`config.mk`:
```
export PLATFORM = sky130hd
export DESIGN_NAME = ir_sample_filter_flat
export DESIGN_NICKNAME = d
export VERILOG_FILES = /design/src/rtl/ir_sample_filter_if.sv /design/src/rtl/ir_sample_filter.sv /design/src/flat_wrapper.sv
export SDC_FILE = /design/constraint.sdc
export NUM_CORES = 1
export LEC_CHECK = 0
export ABC_AREA = 0
export ABC_CLOCK_PERIOD_IN_PS = 5900
export BUFFER_PORTS_ARGS = -buffer_cell sky130_fd_sc_hd__buf_2
export CORE_MARGIN = 4
export CORE_UTILIZATION = 50
export CTS_BUF_LIST = sky130_fd_sc_hd__clkbuf_4 sky130_fd_sc_hd__clkbuf_8
export DETAILED_ROUTE_END_ITERATION = 6
export GPL_ROUTABILITY_DRIVEN = 1
export HOLD_SLACK_MARGIN = 0.15
export PLACE_DENSITY = 0.73
export SLEW_MARGIN = 5
export SYNTH_ARGS = -nofsm -noshare
export SYNTH_HDL_FRONTEND = slang
export SYNTH_SLANG_ARGS = --single-unit
```
`constraint.sdc`:
```
create_clock -name clk -period 5.9 [get_ports clk]
set_input_delay 0.885 -clock clk [delete_from_list [all_inputs] [get_ports clk]]
set_output_delay 0.885 -clock clk [all_outputs]
set_load 0.01 [all_outputs]
```
`src/rtl/ir_sample_filter_if.sv`:
```
// rtl/ir_sample_filter_if.sv - sample stream in, filtered average stream out
interface ir_sample_filter_if #(
   parameter int DATA_WIDTH = 16
);
   logic                         sample_valid;
   logic signed [DATA_WIDTH-1:0] sample_in;
   logic signed [DATA_WIDTH-1:0] avg_out;
   logic                         avg_valid;
   logic                         primed;

   // producer side: ADC FSM / testbench
   modport master (
      output sample_valid, sample_in,
      input  avg_out, avg_valid, primed
   );

   // filter side
   modport slave (
      input  sample_valid, sample_in,
      output avg_out, avg_valid, primed
   );
endinterface

```
`src/rtl/ir_sample_filter.sv`:
```
// rtl/ir_sample_filter.sv - primed sliding-window moving average; IR_FILTER_MEDIAN3_EN adds a median-of-3 pre-stage
module ir_sample_filter #(
   parameter int DATA_WIDTH = 16,
   parameter int WIN_POW2   = 3
) (
   input  logic              clk,
   input  logic              reset_n,
   input  logic              clear,
   ir_sample_filter_if.slave bus
);
   localparam int DEPTH = 1 << WIN_POW2;
   localparam int SUM_W = DATA_WIDTH + WIN_POW2;

   typedef enum logic {ST_PRIME, ST_RUN} state_t;

   state_t                       state_q, state_d;
   logic signed [DATA_WIDTH-1:0] win_buf [DEPTH];
   logic [WIN_POW2-1:0]          wr_ptr;
   logic signed [SUM_W-1:0]      sum_q, sum_d;
   logic signed [DATA_WIDTH-1:0] x_eff;
   logic signed [DATA_WIDTH-1:0] avg_q;
   logic                         avg_valid_q;
   logic                         accept;
   logic                         priming;

   // clear beats a coincident sample: that sample is dropped
   assign accept  = bus.sample_valid & ~clear;
   assign priming = (state_q == ST_PRIME);

`ifdef IR_FILTER_MEDIAN3_EN
   logic signed [DATA_WIDTH-1:0] hist1, hist2;
   logic signed [DATA_WIDTH-1:0] lo_ab, hi_ab, mid_c;

   // median(x, h1, h2) = max(min(x,h1), min(max(x,h1), h2)); a prime passes x straight through
   always_comb begin
      lo_ab = (bus.sample_in < hist1) ? bus.sample_in : hist1;
      hi_ab = (bus.sample_in < hist1) ? hist1 : bus.sample_in;
      mid_c = (hi_ab < hist2) ? hi_ab : hist2;
      x_eff = priming ? bus.sample_in : ((lo_ab > mid_c) ? lo_ab : mid_c);
   end

   // raw-sample history; loaded with x on the priming sample
   always_ff @(posedge clk or negedge reset_n) begin
      if (!reset_n) begin
         hist1 <= '0;
         hist2 <= '0;
      end else if (accept) begin
         if (priming) begin
            hist1 <= bus.sample_in;
            hist2 <= bus.sample_in;
         end else begin
            hist1 <= bus.sample_in;
            hist2 <= hist1;
         end
      end
   end
`else
   assign x_eff = bus.sample_in;
`endif

   // state register
   always_ff @(posedge clk or negedge reset_n) begin
      if (!reset_n) state_q <= ST_PRIME;
      else          state_q <= state_d;
   end

   // next state: any accepted sample in PRIME primes the window; clear always re-primes
   always_comb begin
      state_d = state_q;
      if (clear)                  state_d = ST_PRIME;
      else if (accept && priming) state_d = ST_RUN;
   end

   // next running sum: a prime seeds the whole window with x, otherwise swap oldest for newest
   always_comb begin
      sum_d = sum_q;
      if (priming) sum_d = SUM_W'(x_eff) <<< WIN_POW2;
      else         sum_d = sum_q + SUM_W'(x_eff) - SUM_W'(win_buf[wr_ptr]);
   end

   // window storage
   always_ff @(posedge clk or negedge reset_n) begin
      if (!reset_n) begin
         for (int i = 0; i < DEPTH; i++) win_buf[i] <= '0;
      end else if (accept) begin
         if (priming) begin
            for (int i = 0; i < DEPTH; i++) win_buf[i] <= x_eff;
         end else begin
            win_buf[wr_ptr] <= x_eff;
         end
      end
   end

   // write pointer and running sum
   always_ff @(posedge clk or negedge reset_n) begin
      if (!reset_n) begin
         wr_ptr <= '0;
         sum_q  <= '0;
      end else if (clear) begin
         wr_ptr <= '0;
      end else if (accept) begin
         wr_ptr <= priming ? WIN_POW2'(1) : wr_ptr + WIN_POW2'(1);
         sum_q  <= sum_d;
      end
   end

   // output register: the upper DATA_WIDTH bits of the sum are the floored mean
   always_ff @(posedge clk or negedge reset_n) begin
      if (!reset_n) begin
         avg_q       <= '0;
         avg_valid_q <= 1'b0;
      end else begin
         avg_valid_q <= accept;
         if (accept) avg_q <= sum_d[SUM_W-1:WIN_POW2];
      end
   end

   assign bus.avg_out   = avg_q;
   assign bus.avg_valid = avg_valid_q;
   assign bus.primed    = (state_q == ST_RUN);
endmodule

```
`src/flat_wrapper.sv`:
```
// flat-port wrapper written by rule: the top's interface ports become plain ports
module ir_sample_filter_flat 
#(
   parameter int DATA_WIDTH = 16,
   parameter int WIN_POW2   = 3
)
  (clk, reset_n, clear, bus_sample_valid, bus_sample_in, bus_avg_out, bus_avg_valid, bus_primed);
  ir_sample_filter_if #(.DATA_WIDTH(DATA_WIDTH)) bus_i ();
  input  logic clk;
  input  logic reset_n;
  input  logic clear;
  input wire logic [$bits(bus_i.sample_valid)-1:0] bus_sample_valid;
  input wire logic [$bits(bus_i.sample_in)-1:0] bus_sample_in;
  output wire logic [$bits(bus_i.avg_out)-1:0] bus_avg_out;
  output wire logic [$bits(bus_i.avg_valid)-1:0] bus_avg_valid;
  output wire logic [$bits(bus_i.primed)-1:0] bus_primed;
  assign bus_i.sample_valid = bus_sample_valid;
  assign bus_i.sample_in = bus_sample_in;
  assign bus_avg_out = bus_i.avg_out;
  assign bus_avg_valid = bus_i.avg_valid;
  assign bus_primed = bus_i.primed;
  ir_sample_filter #(.DATA_WIDTH(DATA_WIDTH), .WIN_POW2(WIN_POW2)) u_core (.clk(clk), .reset_n(reset_n), .clear(clear), .bus(bus_i));
endmodule
```
# Yosys cells after proc, flatten, opt, wreduce, memory -nomap -nowiden

Cells that the tools add are included.

Add/subtract/negate cells: 3
Bitwise gates (word level): 4
Multiplexer cells: 13
Magnitude comparators: 2
Reductions and logical operators: 5

Operator list:

| kind                                                                          | number |
|---|---|
| 128-bit bitwise mux                                                           | 1 |
| 128-bit two-way mux                                                           | 1 |
| 16-bit binary-select mux with 3-bit select                                    | 1 |
| 16-bit demux with 3-bit select                                                | 1 |
| 16-bit two-way mux                                                            | 3 |
| 19-bit by 16-bit adder with 19-bit output                                     | 1 |
| 19-bit two-way mux                                                            | 1 |
| 19-bit by 16-bit subtractor with 19-bit output                                | 1 |
| 3-bit two-way mux                                                             | 3 |
| 4-bit >= comparator (second input constant)                                   | 1 |
| 4-bit by 1-bit less-than comparator with 1-bit output (second input constant) | 1 |
| 3-bit inverter with 4-bit output                                              | 1 |
| 2-bit nonzero test                                                            | 2 |
| 3-bit by 1-bit adder with 3-bit output (second input constant)                | 1 |
| 1-bit logical AND                                                             | 2 |
| 1-bit two-way mux                                                             | 2 |
| 1-bit inverter                                                                | 2 |
| 2-bit AND reduction                                                           | 1 |
| 1-bit AND                                                                     | 1 |

Bits in registers: 168
Output and inout bits: 18
Bits of input ports: 20

# Depth between registers and ports, before layout

Depth in word-level cells: 7
Mapped depth: 18
Mapped depth without buffers: 16

# Worst setup path before layout

Ideal clock, no wire load.

Kind: flip-flop to flip-flop
Start: reg u_core.wr_ptr[1]
End: reg u_core.avg_q[13], in the netlist u_core.bus.avg_out[13]
Stages on the path, launching flop included: 16
Path slack: 2.020 ns
Arrival time: 3.742 ns
Data required time: 5.761 ns
Buffers on the path: 2
Clock period less this slack: 3.880 ns
Setup time: 0.139 ns
Path through: dfrtp_1 buf_2 buf_4 mux2_2 a221oi_1 o21ai_0 fa_1 inv_1 ha_1 nor2b_4 o31a_4 o31ai_4 nand2_1 a221oi_2 mux2i_1 o311ai_1

Word-level cells in the longest chain between the ends: 6

RTL lines:

| element                                                | line                    | text |
|---|---|---|
| start: declaration                                     | ir_sample_filter.sv:18  | `logic [WIN_POW2-1:0] wr_ptr;` |
| start signal: assignment                               | ir_sample_filter.sv:102 | `wr_ptr <= priming ? WIN_POW2'(1) : wr_ptr + WIN_POW2'(1);` |
| 3-bit inverter with 4-bit output (not written as such) | ir_sample_filter.sv:78  | `else sum_d = sum_q + SUM_W'(x_eff) - SUM_W'(win_buf[wr_ptr]);` |
| 16-bit binary-select mux with 3-bit select             | ir_sample_filter.sv:78  |  |
| 16-bit two-way mux (not written as such) (2 in series) | ir_sample_filter.sv:78  |  |
| 19-bit by 16-bit subtractor with 19-bit output         | ir_sample_filter.sv:78  |  |
| 19-bit two-way mux                                     | ir_sample_filter.sv:77  | `if (priming) sum_d = SUM_W'(x_eff) <<< WIN_POW2;` |
| end signal: assignment                                 | ir_sample_filter.sv:114 | `if (accept) avg_q <= sum_d[SUM_W-1:WIN_POW2];` |
| end: declaration                                       | ir_sample_filter.sv:21  | `logic signed [DATA_WIDTH-1:0] avg_q;` |

No other way between the ends. The select of a mux whose other input is x is not followed.
A chain may end at the register's enable or synchronous reset.

# Final worst setup path

Ends and elaborated chain as after synthesis.

==> metrics.md <==
| Metric | Value |
|---|---|
| Status | `complete, no violations` |
| CP delay by family, top | `compound AO/OA/AOI/OAI gates` |
| Peak supply drop | `0.227 mV` |
| Post-layout util | `55.3%` |
| Post-route clock period utilization | `79.5%` |
| Filler Cell Count | `1453` |
| Pwr dens | `440 nW/um2` |
| CTS max path bufs | `2` |
| Nets@finish | `827` |
| Remaining DRCs | `0` |
| Final min period | `4.69 ns` |
| Relative slew slack | `19.5%` |
| Port bufs | `37` |
| WP data arrival | `5.02 ns` |
| CP endpoint kind | `register` |
| Routed WL | `20.4 mm` |
| YS warnings | `0` |
| Mapped Nets | `811` |
| CP bufs+invs | `2` |
| Site Rows | `47` |
| Via density | `5.92` |
| Final ANT Viol Nets | `0` |
| CTS Buf Count | `17` |
| Total gr overflow | `0` |
| Skew final | `0.00916 ns` |
| Worst skew pair latency | `0.47 ns` |
| Clk root buf | `clkbuf_8` |
| Syn_area_per_cell | `11.2 um2` |
| Cells after synthesis | `752` |
| Fin Setup TNS | `0 ns` |
| WL/cell | `20.4 um` |
| Pins over their slew limit | `0` |
| CTS tree | `done` |
| Reg clk slew, reported paths | `0.08 ns` |
| Largest net degree at the start of global routing | `78` |
| HP Class | `in2async` |
| Die span in y | `138 um` |
| Post-synthesis sequential area ratio | `45.1%` |
| Most used DFF post-synth | `dfrtp_1` |
| Post-synthesis cell area | `8440 um2` |
| Post-DP HPWL | `13.9 mm` |
| Max stage delay on crit path | `0.88 ns` |
| Die ar. | `19000 um2` |
| Vias in the first global route | `5852` |
| Starting DRT DRC Count | `523` |
| Yosys cell types | `53` |
| DRT met1 WL | `9.11 mm` |
| Post-synth EDFFs | `0` |
| Num ports | `38` |
| Post-synth ARST share | `100%` |
| CTS Sinks | `152` |
| Metal3 WL | `1.33 mm` |
| Unrepaired setup endpoints after global routing | `no` |
| CP Cell Sequence | `buf_4 -> mux2_2 -> a221oi_1 -> o21ai_0 -> fa_1 -> inv_1 -> ha_1 -> nor2b_4 -> o31a_4 -> o31ai_4 -> nand2_1 -> a221oi_2 -> mux2i_1 -> o311ai_1` |
| Die width | `138 um` |
| GRT Total Usage | `22.7%` |
| Core area | `16600 um2` |
| Crit-path max FO | `18` |
| Final Setup Violations | `0` |
| Yosys reg bits | `152` |
| Postcts setup bufs | `0` |
| Via count | `5927` |
| First-pass GRT wire length | `32.6 mm` |
| Final Hold Vio Count | `0` |
| Slew of the pin with the lowest slew margin | `1.21 ns` |
| Initial antenna violation count | `0` |
| Highest routed layer | `met4` |
| Post-CTS Hold Fix Bufs | `0` |
| Synth-to-layout area growth | `8.54%` |
| Max-cap violations | `0` |
| H-tree depth | `4` |
| Drt pass-1 iters | `6` |
| F_max | `213 MHz` |
| Ant diodes | `0` |
| Post-CTS sizing | `0` |
| Required time of the critical path | `6.22 ns` |
| Share of layout cells above drive strength 1 | `30.2%` |
| CP Class | `reg2reg` |
| Worst setup SP type | `register` |
| Initial core utilization | `50.9%` |
| Metal2 WL | `9.62 mm` |
| Global placer's final weighted congestion | `0.919` |
| Worst path slowest cell | `dfrtp_1` |
| Leakage power | `4.03 nW` |
## flip-flops by register name (all words and copies together), names as in the netlist
register,cells
u_core.sum_q,6
u_core.bus.primed,1
u_core.bus.avg_valid,1
u_core.bus.avg_out,13
u_core.win_buf,128
u_core.wr_ptr,3
## per-stage QoR
stage	power (mW)	hold slack, ns	area (um2)	worst slack [ns]	cells
6_report	4.03	0.394	9160	1.21	1001
5_1_grt	4.30	0.475	9160	1.00	1001
4_1_cts	4.03	0.443	9160	1.25	1001
3_5_place_dp	3.09	0.471	8690	1.26	969
3_3_place_gp	3.07	0.465	8690	1.37	969
2_1_floorplan	2.74	0.445	8440	2.02	752
## cell usage in the layout (no fill, tap or decap), types with 3 or more instances in the layout
master / count
a211oi_1: 4
a21o_1: 6
a21oi_1: 29
a21oi_2: 3
a221oi_1: 28
a22oi_1: 17
a31oi_1: 7
buf_2: 36
buf_4: 11
bufinv_16: 5
clkbuf_8: 18
clkinv_4: 3
dfrtp_1: 152
fa_1: 18
ha_1: 21
inv_1: 75
mux2_2: 132
mux2i_1: 4
mux4_2: 6
nand2_1: 42
nand2b_1: 4
nand3_1: 9
nand4_1: 4
nor2_1: 36
nor2_2: 4
nor3_1: 5
o21a_1: 4
o21ai_0: 40
o21bai_1: 3
o22ai_1: 6
xnor2_1: 13
xor2_1: 3
## path summary, 6_finish.rpt
path | startpoint | depth (start not counted) | slack, ns | end
setup reg to reg | u_core.wr_ptr[1] | 14 | 1.21 | u_core.bus.avg_out[13]
hold / removal | reset_n | 1 | 0.39 | u_core.bus.avg_valid
min in group clk | u_core.sum_q[1] | 2 | 0.49 | u_core.sum_q[1]
setup / recovery | u_core.wr_ptr[1] | 14 | 1.21 | u_core.bus.avg_out[13]
max in group asynchronous | reset_n | 2 | 3.99 | u_core.win_buf[7]
hold reg to reg | u_core.sum_q[1] | 2 | 0.49 | u_core.sum_q[1]
## area by class of cell
class                   count  area, um2  share of cell area [%]
inverters                  78        293                    3.19
flip-flops and latches    152       3800                    41.5
clock buffers              18        248                    2.70
well taps                 220        275                    3.00
repair buffers             48        274                    2.99
multi-input cells         471       4050                    44.2
clock inverters            14        221                    2.42
## cell usage after synthesis, types with 2 or more instances
cell      count  area share, %
dfrtp_1     152             45
nand3_1       9           0.53
buf_2        13           0.77
nand2_1      42            1.9
buf_4        23            2.0
a221oi_1     28            2.9
nor2_2        4           0.30
inv_2         2          0.089
a22oi_1      17            1.5
o31ai_1       2           0.18
o221ai_1      2           0.21
and3_1        2           0.15
xor2_1        3           0.31
mux2i_1       4           0.47
nand4_1       4           0.30
nor3_1        5           0.30
a21oi_1      29            1.7
buf_1         2          0.089
mux4_2        6            1.6
fa_1         18            4.3
o21bai_1      3           0.27
clkbuf_1     12           0.53
o21ai_0      41            2.4
a31oi_1       7           0.52
a21o_1        6           0.53
xnor2_1      13            1.3
nand2b_1      4           0.30
a211oi_1      4           0.36
ha_1         21            3.1
o21a_1        4           0.36
a21oi_2       3           0.31
o22ai_1       6           0.44
mux2_2      132             18
inv_1        75            3.3
nor2_1       36            1.6
## report_power, final
| part | switching [mW] | internal (mW) | leakage [nW] | total, mW |
|---|---|---|---|---|
| Clock | 0.419 | 0.519 | 0.231 | 0.938 |
| Sequential | 0.127 | 1.26 | 1.81 | 1.39 |
| Combinational | 0.951 | 0.757 | 1.99 | 1.71 |
| Total | 1.50 | 2.54 | 4.03 | 4.03 |
## logic make-up after synthesis
group,Yosys count,synth area share [%]
xor+xnor,16,1.66
fa+ha+maj,39,7.38
buf+inv,129,7.04
compound gates,163,13.3
mux,142,19.7
simple gates,111,5.91
flops,152,45.1
## layer usage
layer / vias up / track usage (%)
met4: 0 / 7.14
met2: 228 / 35.1
li1: 2682 / -
met1: 2989 / 32.1
met5: - / 0
met3: 28 / 4.90
(Power assumes the default switching activity.)
